==> src/rtl/serial_adder_fsm_pkg.sv <==
// -----------------------------------------------------------------------------
// serial_add_pkg
// Shared constants for the bit-serial adder: default operand width and the
// FSM state encodings (kept as plain constants for compatibility with the
// legacy encoding).
// -----------------------------------------------------------------------------
package serial_add_pkg;

    localparam int unsigned DEFAULT_WIDTH = 8;

    localparam logic [1:0] ST_IDLE  = 2'd0;
    localparam logic [1:0] ST_SHIFT = 2'd1;
    localparam logic [1:0] ST_DONE  = 2'd2;

endpackage

==> src/rtl/serial_adder_fsm_if.sv <==
// -----------------------------------------------------------------------------
// serial_adder_fsm_if
// Operand/result handshake bundle for serial_adder_fsm.
//   in_valid/in_ready : operand pair a/b handshake (producer -> adder)
//   a, b              : WIDTH-bit operands
//   out_valid/out_ready : result handshake (adder -> consumer)
//   sum, carry        : WIDTH-bit sum and carry-out
// Modports: slave = adder side, master = producer/consumer side.
// -----------------------------------------------------------------------------
interface serial_adder_fsm_if
    import serial_add_pkg::*;
#(
    parameter int unsigned WIDTH = DEFAULT_WIDTH
);

    logic             in_valid;
    logic             in_ready;
    logic [WIDTH-1:0] a;
    logic [WIDTH-1:0] b;
    logic             out_valid;
    logic             out_ready;
    logic [WIDTH-1:0] sum;
    logic             carry;

    modport slave (
        input  in_valid,
        input  a,
        input  b,
        input  out_ready,
        output in_ready,
        output out_valid,
        output sum,
        output carry
    );

    modport master (
        output in_valid,
        output a,
        output b,
        output out_ready,
        input  in_ready,
        input  out_valid,
        input  sum,
        input  carry
    );

endinterface

==> src/rtl/serial_adder_fsm_fa_cell.sv <==
// -----------------------------------------------------------------------------
// ha_cell / fa_cell
// ha_cell : 1-bit half adder (a_i, b_i -> s_o, c_o).
// fa_cell : 1-bit full adder from two half adders plus an OR of their carries
//           (a_i, b_i, c_i -> s_o, c_o). Single datapath slice of the adder.
// -----------------------------------------------------------------------------
module ha_cell (
    input  logic a_i,
    input  logic b_i,
    output logic s_o,
    output logic c_o
);

    assign s_o = a_i ^ b_i;
    assign c_o = a_i & b_i;

endmodule

module fa_cell (
    input  logic a_i,
    input  logic b_i,
    input  logic c_i,
    output logic s_o,
    output logic c_o
);

    logic s1;
    logic c1;
    logic c2;

    ha_cell u_ha0 (
        .a_i (a_i),
        .b_i (b_i),
        .s_o (s1),
        .c_o (c1)
    );

    ha_cell u_ha1 (
        .a_i (s1),
        .b_i (c_i),
        .s_o (s_o),
        .c_o (c2)
    );

    assign c_o = c1 | c2;

endmodule

==> src/rtl/serial_adder_fsm.sv <==
// -----------------------------------------------------------------------------
// serial_adder_fsm
// Bit-serial WIDTH-bit adder. Accepts an operand pair on the input handshake,
// adds LSB-first one bit per clock through a single fa_cell with the carry
// held in a flop, then presents {carry, sum} on the output handshake until
// the consumer accepts it.
//   clk   : rising-edge clock
//   rst_n : asynchronous active-low reset (aborts any addition in flight)
//   bus   : serial_adder_fsm_if.slave (in_valid/in_ready/a/b,
//           out_valid/out_ready/sum/carry)
// -----------------------------------------------------------------------------
module serial_adder_fsm
    import serial_add_pkg::*;
#(
    parameter  int unsigned WIDTH = DEFAULT_WIDTH,
    localparam int unsigned CNT_W = $clog2(WIDTH + 1)
) (
    input  logic               clk,
    input  logic               rst_n,
    serial_adder_fsm_if.slave  bus
);

    logic [1:0]       state_q, state_d;
    logic [WIDTH-1:0] sa_q, sa_d;
    logic [WIDTH-1:0] sb_q, sb_d;
    logic [WIDTH-1:0] sum_q, sum_d;
    logic             carry_q, carry_d;
    logic [CNT_W-1:0] cnt_q, cnt_d;

    logic             fa_s;
    logic             fa_c;
    logic [WIDTH-1:0] sum_shift;

    fa_cell u_fa (
        .a_i (sa_q[0]),
        .b_i (sb_q[0]),
        .c_i (carry_q),
        .s_o (fa_s),
        .c_o (fa_c)
    );

    // New sum bit enters at the MSB; after WIDTH shifts the first (LSB) result
    // has reached bit 0. A 1-bit register is simply replaced.
    if (WIDTH == 1) begin : g_shift_w1
        assign sum_shift = fa_s;
    end else begin : g_shift_wn
        assign sum_shift = {fa_s, sum_q[WIDTH-1:1]};
    end

    always_comb begin
        state_d = state_q;
        sa_d    = sa_q;
        sb_d    = sb_q;
        sum_d   = sum_q;
        carry_d = carry_q;
        cnt_d   = cnt_q;
        case (state_q)
            ST_IDLE: begin
                if (bus.in_valid) begin
                    sa_d    = bus.a;
                    sb_d    = bus.b;
                    carry_d = 1'b0;
                    cnt_d   = '0;
                    state_d = ST_SHIFT;
                end
            end
            ST_SHIFT: begin
                sa_d    = sa_q >> 1;
                sb_d    = sb_q >> 1;
                sum_d   = sum_shift;
                carry_d = fa_c;
                cnt_d   = cnt_q + CNT_W'(1);
                if (cnt_q == CNT_W'(WIDTH - 1)) begin
                    state_d = ST_DONE;
                end
            end
            ST_DONE: begin
                if (bus.out_ready) begin
                    state_d = ST_IDLE;
                end
            end
            default: state_d = ST_IDLE;
        endcase
    end

    always_ff @(posedge clk or negedge rst_n) begin
        if (!rst_n) begin
            state_q <= ST_IDLE;
            sa_q    <= '0;
            sb_q    <= '0;
            sum_q   <= '0;
            carry_q <= 1'b0;
            cnt_q   <= '0;
        end else begin
            state_q <= state_d;
            sa_q    <= sa_d;
            sb_q    <= sb_d;
            sum_q   <= sum_d;
            carry_q <= carry_d;
            cnt_q   <= cnt_d;
        end
    end

    assign bus.in_ready  = (state_q == ST_IDLE);
    assign bus.out_valid = (state_q == ST_DONE);
    assign bus.sum       = sum_q;
    assign bus.carry     = carry_q;

endmodule

==> src/flat_wrapper.sv <==
// flat-port wrapper written by rule: the top's interface ports become plain ports
module serial_adder_fsm_flat import serial_add_pkg::*;
#(
    parameter  int unsigned WIDTH = DEFAULT_WIDTH,
    localparam int unsigned CNT_W = $clog2(WIDTH + 1)
)
  (clk, rst_n, bus_in_valid, bus_a, bus_b, bus_out_ready, bus_in_ready, bus_out_valid, bus_sum, bus_carry);
  serial_adder_fsm_if #(.WIDTH(WIDTH)) bus_i ();
  input  logic clk;
  input  logic rst_n;
  input wire logic [$bits(bus_i.in_valid)-1:0] bus_in_valid;
  input wire logic [$bits(bus_i.a)-1:0] bus_a;
  input wire logic [$bits(bus_i.b)-1:0] bus_b;
  input wire logic [$bits(bus_i.out_ready)-1:0] bus_out_ready;
  output wire logic [$bits(bus_i.in_ready)-1:0] bus_in_ready;
  output wire logic [$bits(bus_i.out_valid)-1:0] bus_out_valid;
  output wire logic [$bits(bus_i.sum)-1:0] bus_sum;
  output wire logic [$bits(bus_i.carry)-1:0] bus_carry;
  assign bus_i.in_valid = bus_in_valid;
  assign bus_i.a = bus_a;
  assign bus_i.b = bus_b;
  assign bus_i.out_ready = bus_out_ready;
  assign bus_in_ready = bus_i.in_ready;
  assign bus_out_valid = bus_i.out_valid;
  assign bus_sum = bus_i.sum;
  assign bus_carry = bus_i.carry;
  serial_adder_fsm #(.WIDTH(WIDTH)) u_core (.clk(clk), .rst_n(rst_n), .bus(bus_i));
endmodule
==> config.mk <==
export PLATFORM = sky130hd
export DESIGN_NAME = serial_adder_fsm_flat
export DESIGN_NICKNAME = d
export VERILOG_FILES = /design/src/rtl/serial_adder_fsm_pkg.sv /design/src/rtl/serial_adder_fsm_if.sv /design/src/rtl/serial_adder_fsm_fa_cell.sv /design/src/rtl/serial_adder_fsm.sv /design/src/flat_wrapper.sv
export SDC_FILE = /design/constraint.sdc
export NUM_CORES = 1
export LEC_CHECK = 0
export CORE_ASPECT_RATIO = 2
export CORE_MARGIN = 4
export CORE_UTILIZATION = 30
export CTS_CLUSTER_DIAMETER = 100
export DETAILED_ROUTE_END_ITERATION = 16
export PLACE_DENSITY = 0.5
export SLEW_MARGIN = 20
export SYNTH_ARGS = -nofsm -noshare
export SYNTH_HDL_FRONTEND = slang
export SYNTH_HIERARCHICAL = 1
export SYNTH_SLANG_ARGS = --single-unit
==> constraint.sdc <==
create_clock -name clk -period 2.5 [get_ports clk]
set_input_delay 0.625 -clock clk [delete_from_list [all_inputs] [get_ports clk]]
set_output_delay 0.625 -clock clk [all_outputs]
set_load 0.02 [all_outputs]
==> impl_metrics.tcl <==
set metrics [dict create \
    antenna_cells 0 \
    setup_viol 0 \
    viasPerCell 4.923 \
    nets 190 \
    cts_buffers 5 \
    hp-start "u_core/bus.sum[0]" \
    hold_buffers 0 \
    ys_ff_latch 31 \
    grt_pass1_vias 1127 \
    place.gp.congestion 0.7025 \
    cts_tree "yes" \
    irDropWorstVdd_uv 497.7 \
    power.leakage_nw 0.7835 \
    drive_gt1_share_pct 6.627 \
    die_h_um 102.7 \
    place_hpwl_mm 2.062 \
    register_area_um2 775.7 \
    outcome "completed" \
    rows 34 \
    post-route-period-util_pct 88.78 \
    synthCells 134 \
    relSlewSlack_pct 53.83 \
    grt_max_degree 32 \
    num-fill-cells 466 \
    fin_crit_ns 2.220 \
    fmax_mhz 450.5 \
    wl_per_cell_um 13.15 \
    cts_resized 0 \
    placed_area_um2 1704 \
    crit_fanout 6 \
    die_w_um 55.33 \
    overflow 0 \
    worstPathArrival_ns 1.59 \
    fin_util_pct 40.95 \
    yosysWarnings 6 \
    ant_nets 0 \
    slew_violations 0 \
    syn_area_um2 1344 \
    clk_latency_ns 0.27 \
    antenna_found_initial 0 \
    hold_depth 2 \
    fin_ws_ns 0.2804 \
    syn-num-nets 157 \
    crit_type "flop to output pin" \
    vias 1083 \
    stdcell_area_um2 1777 \
    grt_pass1_wl_mm 4.947 \
    cts_setup_buffers 0 \
    power.density_nw_per_um2 1066 \
    drt_iter0_drc 21 \
    start_util_pct 30.97 \
    hold_path.class "flop to flop" \
    fin_skew_ns 0.001553 \
    cts_max_level 2 \
    rr_startpoint "u_core/state_q[0]" \
    area_growth_syn_to_layout_pct 32.22 \
    multi_input_area_um2 519.2 \
    core_um2 4339 \
    tns_ns 0 \
    seq_area_frac_synth_pct 57.73 \
    reg2regPathDepth 3 \
    synth.distinct_cells 25 \
    grt_usage_pct 11.22 \
    tightest_slew_ns 0.6912 \
    root_buffer "clkbuf_8" \
    required_ns 1.88 \
    die_area_um2 5679 \
    synth.avg_cell_area_um2 10.03 \
    regToRegSetupSlack_ns 0.92 \
    hold_viol_final 0 \
    dp_slack_ns 0.5650 \
    firstDrtPassIters 4 \
    drt-total-wl_mm 2.892 \
    clock-sinks 31 \
    drcViolationCount 0 \
    clkSlewWorstSetupHoldPaths_ns 0.06 \
    crit_path_end_kind "output pin" \
    r2r-end "u_core/cnt_q[1]" \
    clk_path_buf_depth 2 \
    io_pins 31 \
    whs_endpoint "u_core/bus.sum[0]" \
    whs_ns 0.4775 \
    port_buffers 30 \
    cap_violations 0 \
    rsz0062_at_grt "no" \
    start_kind "flop" \
]
## synth_stat cells
cell	number	area share, %
or2_1	1	0.47
dfrtp_1	31	58
buf_2	5	1.9
o21ai_0	15	5.6
nand2b_1	3	1.4
a211oi_1	1	0.56
clkbuf_2	1	0.37
ha_1	3	2.8
a32o_1	2	1.5
o21bai_1	1	0.56
buf_4	1	0.56
a22o_1	3	2.0
nor2b_2	1	0.65
a21oi_1	1	0.37
o21ai_1	1	0.37
a22oi_1	14	7.8
nor2b_1	3	1.4
nand3_1	1	0.37
inv_1	1	0.28
nand2_1	39	11
or2_0	1	0.47
nor2_1	1	0.28
nand4_1	1	0.47
mux2i_1	1	0.74
clkbuf_1	2	0.56
## report_power, final
part,leakage [nW],internal [mW],total (mW),switching (mW)
combinational,0.344,0.334,0.724,0.390
clock,0.0371,0.185,0.350,0.165
sequential,0.402,0.695,0.820,0.125
total,0.784,1.21,1.89,0.680
## registers in the layout (all words and copies together), names as in the netlist
| name | flops |
|---|---|
| u_core/sa_q | 8 |
| u_core/bus.sum | 8 |
| u_core/state_q | 2 |
| u_core/sb_q | 8 |
| u_core/cnt_q | 4 |
| u_core/bus.carry | 1 |
## per-stage QoR
step	total power [mW]	instances
after global routing	2.054	220
after global placement	1.538	214
final	1.894	220
after CTS	1.935	220
after detailed placement	1.569	214
after floorplan	1.279	134
## how the worst max path moves through the flow
stage                         endpoint  slack (ns)  cells past startpoint               from
final                     bus_in_ready        0.28                      2  u_core/state_q[0]
after global routing      bus_in_ready        0.18                      2  u_core/state_q[0]
after CTS                 bus_in_ready        0.24                      2  u_core/state_q[0]
after detailed placement  bus_in_ready        0.57                      2  u_core/state_q[0]
after global placement    bus_in_ready        0.58                      2  u_core/state_q[0]
after floorplan           bus_in_ready        0.95                      2  u_core/state_q[0]
## cells by family after synthesis
logic type | share of synthesized area [%]
compound gates | 18.71
fa+ha+maj | 2.794
buf+inv | 3.631
flops | 57.73
mux | 0.7449
simple gates | 16.39
## worst max-delay path, stage by stage (launching register included)
cell             delay [ns]
dfrtp_1                0.43
nor2_1                 0.23
clkdlybuf4s50_1        0.66
## layout by cell type (no fill, tap or decap), types with 2 or more instances in the layout
cell / n
clkdlybuf4s50_1: 30
nand2_1: 39
buf_4: 5
nand2b_1: 3
ha_1: 3
clkbuf_8: 5
nor2b_1: 3
o21ai_0: 15
dfrtp_1: 31
a22o_1: 3
a22oi_1: 14
a32o_1: 2
## cell type report
cell class,count,area share (%)
clock buffer,6,4.085
tap,54,3.803
inverter,1,0.2113
timing repair buffer,35,19.01
sequential,31,43.66
multi-input combinational,93,29.23
## metal layers
| metal | global-route usage (%) | routed length (um) | vias up |
|---|---|---|---|
| li1 | - | - | 524 |
| met1 | 10.66 | 1166 | 518 |
| met2 | 20.71 | 1475 | 35 |
| met3 | 3.634 | 171 | 6 |
| met4 | 6.742 | 78 | 0 |
| met5 | 0 | 0 | - |
Note: power is estimated with default switching activity, not from simulation.
==> patch 1, RTL diff (same settings) <==
Set the package constant `DEFAULT_WIDTH` to 4 (it was 8).
--- a/src/rtl/serial_adder_fsm_pkg.sv
+++ b/src/rtl/serial_adder_fsm_pkg.sv
@@ -8,3 +8,3 @@
 
-    localparam int unsigned DEFAULT_WIDTH = 8;
+    localparam int unsigned DEFAULT_WIDTH = 4;
 
Ports: changed (resized bus_a, bus_b and bus_sum); port bits go from 31 to 19. No check against the original RTL was run, so the function may have changed too.
==> patch 1 against the unedited design <==
Worst hold slack better by 0.0094 ns. Sequential cell count down 13. Synthesized area down 36%. Design area down 39%. Total power down 27%. Wire length down 30%. Sequential share of layout area down 2.1 points. Utilization down 1.3 points. Worst setup slack worse by 0.043 ns.
==> patch 1: results (changes against the unedited design) <==
- The flow ran to the end, and the final reports show no timing, DRC or antenna violations.
* Reg2Reg Setup Slack: 1.08 ns (+0.16 ns)
- The initial DRC count was 24 (+14%).
- The worst register-to-register path begins at u_core/sa_q[0].
- The switching component of the power came to 0.000561 W (-18%).
* Resized Gates After CTS: 0 (unchanged)
- Largest delay contributor family on the critical path: buffers and inverters
- Static leakage: 0.474 nW (-39%)
* Synthesized netlist cell count: 85 (-37%)
- Sequential cell area fraction in the yosys report: 52.5% (-5.2 points)
- The number of vias after detailed routing is 685 (-37%).
- The clock latency on the worst-skew pair came to 0.25 ns (-0.02 ns).
- The most critical setup path has its endpoint at bus_out_valid.
* Final Non-Filler Cells: 131 (-40%)
- Final clock skew: 0.00349 ns (+0.00194 ns)
* Total GRT Usage: 12.2% (+0.96 points)
- H-tree levels: 1 (-1)
* Wire length of the first global-routing pass: 3.44 mm (-31%)
- Sorting the synthesized cells by area gives the leading types as sky130_fd_sc_hd__dfrtp_1, sky130_fd_sc_hd__o22ai_1, sky130_fd_sc_hd__nand2_1.
* Synthesized Nets: 101 (-36%)
- Critical path fanouts, max: 11 (+5)
- Count of filler cells inserted in the layout: 281 (-40%)
* Half-perimeter wire length after placement: 1.47 mm (-29%)
* Total number of nets in the final design: 120 (-37%)
- Total wire length: 2.01 mm (-30%)
- CP max stage delay: 0.61 ns (-0.05 ns)
- First-pass iteration count of the detailed router: 4 (unchanged)
- The clock buffer count from CTS is 3 (-2).
- The number of distinct library cells after synthesis was 23 (-8.0%).
* Maximum number of pins on one net before global-route repair: 19 (-41%)
- The actual transition at the worst max-transition pin was 0.500 ns (-0.191 ns).
- Number of global-route vias before repair: 773 (-31%)
- Largest voltage drop on the vdd net: 0.000486 V (-2.3%)
* Depth of the most critical reg-to-reg path: 4 (+1)
* Proportion of layout cells with a drive suffix above 1: 6.86% (+0.24 points)
- Post-layout min period: 2.26 ns (+0.0429 ns)
* Origin of the worst setup path: u_core/state_q[1]
- Final weighted congestion in routability-driven placement: 0.762 (+8.5%)
* Port buffer count: 18 (-40%)
- Post-place instance area: 0.00104 sq mm (-39%)
- The endpoint identified for the worst register-to-register timing path is u_core/bus.carry.
- The commonest cells after synthesis are sky130_fd_sc_hd__dfrtp_1, sky130_fd_sc_hd__nand2_1, sky130_fd_sc_hd__o22ai_1.
-- patch 1: cells by family after synthesis --
kind of cell             count (synthesis)  synth area share (%)
AND/OR/NAND/NOR                         27                  15.9
buffers and inverters                    8                  5.98
adder cells (fa/ha/maj)                  4                  5.83
AO/OA/AOI/OAI                           28                  19.8
flip-flops                              18                  52.5
-- patch 1: cell type report --
| type | instances | area, sq um | area share [%] |
|---|---|---|---|
| Timing Repair Buffer | 19 | 188 | 17.3 |
| Tap cell | 29 | 36.3 | 3.35 |
| Inverter | 3 | 11.3 | 1.04 |
| Sequential cell | 18 | 450 | 41.6 |
| Multi-Input combinational cell | 59 | 357 | 32.9 |
| Clock buffer | 3 | 41.3 | 3.81 |
-- patch 1: tightest hold or removal path, cell delays in order (launching register included) --
cell and delay, ns:
sky130_fd_sc_hd__dfrtp_1 0.35, sky130_fd_sc_hd__nand2_1 0.05, sky130_fd_sc_hd__nand2_1 0.06
-- patch 1: power groups by stage --
stage	combinational (W)	sequential (W)	clock, W
floorplan	0.000446	0.000545	0
global placement	0.000625	0.000564	0
detailed placement	0.000631	0.000569	0
CTS	0.000633	0.000565	0.000207
global route	0.000717	0.000583	0.000216
finish	0.000621	0.000565	0.000197
-- patch 1: per-layer routing --
layer  up-vias  global-route usage [%]  part of all wire, %
met5         -                       0                    0
met4         0                    6.22                  1.1
met3         2                    2.59                  6.0
met2        22                    20.5                   52
met1       329                    13.4                   41
li1        332                       -                    -
-- patch 1: stage by stage --
step                worst slack, ns  hold slack (ns)
finish                        0.238            0.487
global route                  0.159            0.537
CTS                           0.237            0.486
detailed placement            0.509            0.466
global placement              0.498            0.467
floorplan                      1.03            0.329
==> patch 2, RTL diff (config.mk and constraints unchanged) <==
Without the edit above. Reset style: synchronous (`rst_n`), changed in one clocked block. Comments in the files are not updated.
--- a/src/rtl/serial_adder_fsm.sv
+++ b/src/rtl/serial_adder_fsm.sv
@@ -85,3 +85,3 @@
 
-    always_ff @(posedge clk or negedge rst_n) begin
+    always_ff @(posedge clk) begin
         if (!rst_n) begin
Behaviour: differs if rst_n is asserted again (counterexample within 4 cycles, from zero or initial values and one cycle with rst_n low); with rst_n held inactive, the same outputs for 10 cycles.
==> patch 2 against the unedited design <==
Utilization down 0.32 points. Cell count increased by 12%. Global-route usage increased by 1.4 points. Non-clock buffer count unchanged. Synthesized area increased by 6.6%. Worst setup slack worse by 0.078 ns. Sequential cell count unchanged. Die area is 5.9% higher. Fmax is 3.4% lower. Wire length is 25% higher. Design area up 5.1%. Worst hold slack worse by 0.022 ns.
Power is not compared: it rests on default switching activity, and its combinational part moved more than twofold at a synthesized area within 25%.
==> patch 2: results (changes against the unedited design) <==
- Final Non-Filler Cells: 247 (+12%)
- Proportion of layout cells with a drive suffix above 1: 8.85% (+2.2 points)
* Top cells by count, synth: sky130_fd_sc_hd__dfxtp_1, sky130_fd_sc_hd__a21oi_1, sky130_fd_sc_hd__nand2_1
- Final weighted congestion in routability-driven placement: 0.654 (-7.0%)
- The post-layout net count was 214 (+13%).
- sky130_fd_sc_hd__dfxtp_1 takes more of the synthesized area than any other cell.
- The layout filler cell count was 476 (+2.1%).
- The total global-route track usage came to 12.6% (+1.4 points).
- Length of routed met2 wiring: 1.92 mm (+30%)
* Synthesized area per cell: 8.90 sq um (-11%)
- Average wire per standard cell: 14.6 um (+11%)
- Sequential cell area fraction in the yosys report: 43.3% (-14 points)
- The maximum clock skew at final layout came to 0.00358 ns (+0.00203 ns).
- Number of global-route vias before repair: 1271 (+13%)
- The wire length of the first global-routing pass is 5.97 mm (+21%).
- The routed metal-1 wirelength is 1.44 mm (+23%).
* Critical path fanouts, max: 11 (+5)
- Total length of routed met3 wires: 175 um (+2.3%)
- The actual transition at the worst max-transition pin came to 0.490 ns (-0.201 ns).
- The run finished with clean final reports.
* Drt first-iter violations: 27 (+29%)
- Worst-case setup slack after placement: 0.410 ns (-0.155 ns)
* Global routing met2 resource utilization: 22.2% (+1.5 points)
- The post-DP HPWL was 2.56 mm (+24%).
- Worst EP arrival: 1.67 ns (+0.08 ns)
==> patch 2: cell type report <==
| class | count | area, sq um | share of cell area [%] |
|---|---|---|---|
| Clock buffer | 8 | 100 | 5.36 |
| Inverter | 4 | 15.0 | 0.804 |
| Multi-Input combinational cell | 114 | 726 | 38.8 |
| Sequential cell | 31 | 621 | 33.2 |
| Tap cell | 55 | 68.8 | 3.68 |
| Timing Repair Buffer | 35 | 338 | 18.1 |
==> patch 2: report_power, final <==
part	internal, W	switching, W
registers	0.000522	0.0000247
logic	0.0000712	0.0000673
clock network	0.000251	0.000175
==> patch 2: worst register-to-register path, stage by stage (launching register included) <==
cell	delay, ns
sky130_fd_sc_hd__dfxtp_1	0.63
sky130_fd_sc_hd__nand2b_4	0.27
sky130_fd_sc_hd__or3_1	0.41
sky130_fd_sc_hd__a31oi_1	0.16
==> patch 2: logic make-up after synthesis <==
| logic type | Yosys count | synth area share [%] |
|---|---|---|
| flops | 31 | 43.3 |
| buf+inv | 16 | 6.03 |
| fa+ha+maj | 3 | 2.62 |
| mux | 1 | 0.699 |
| simple gates | 51 | 20.0 |
| compound gates | 59 | 27.3 |
==> patch 2: per-stage QoR <==
step	hold slack, ns	instance area, sq um
global placement	0.448	1770
floorplan	0.442	1430
global route	0.492	1870
CTS	0.462	1870
detailed placement	0.453	1770
finish	0.456	1870
==> patch 2: final timing paths <==
path                                        start                end  slack (ns)  cells after the start
worst max-delay path            u_core/state_q[0]       bus_in_ready        0.20                      2
worst min-delay path            u_core/bus.sum[0]  u_core/bus.sum[0]        0.46                      2
worst max register to register  u_core/state_q[0]    u_core/cnt_q[3]        0.95                      3
worst min register to register  u_core/bus.sum[0]  u_core/bus.sum[0]        0.46                      2
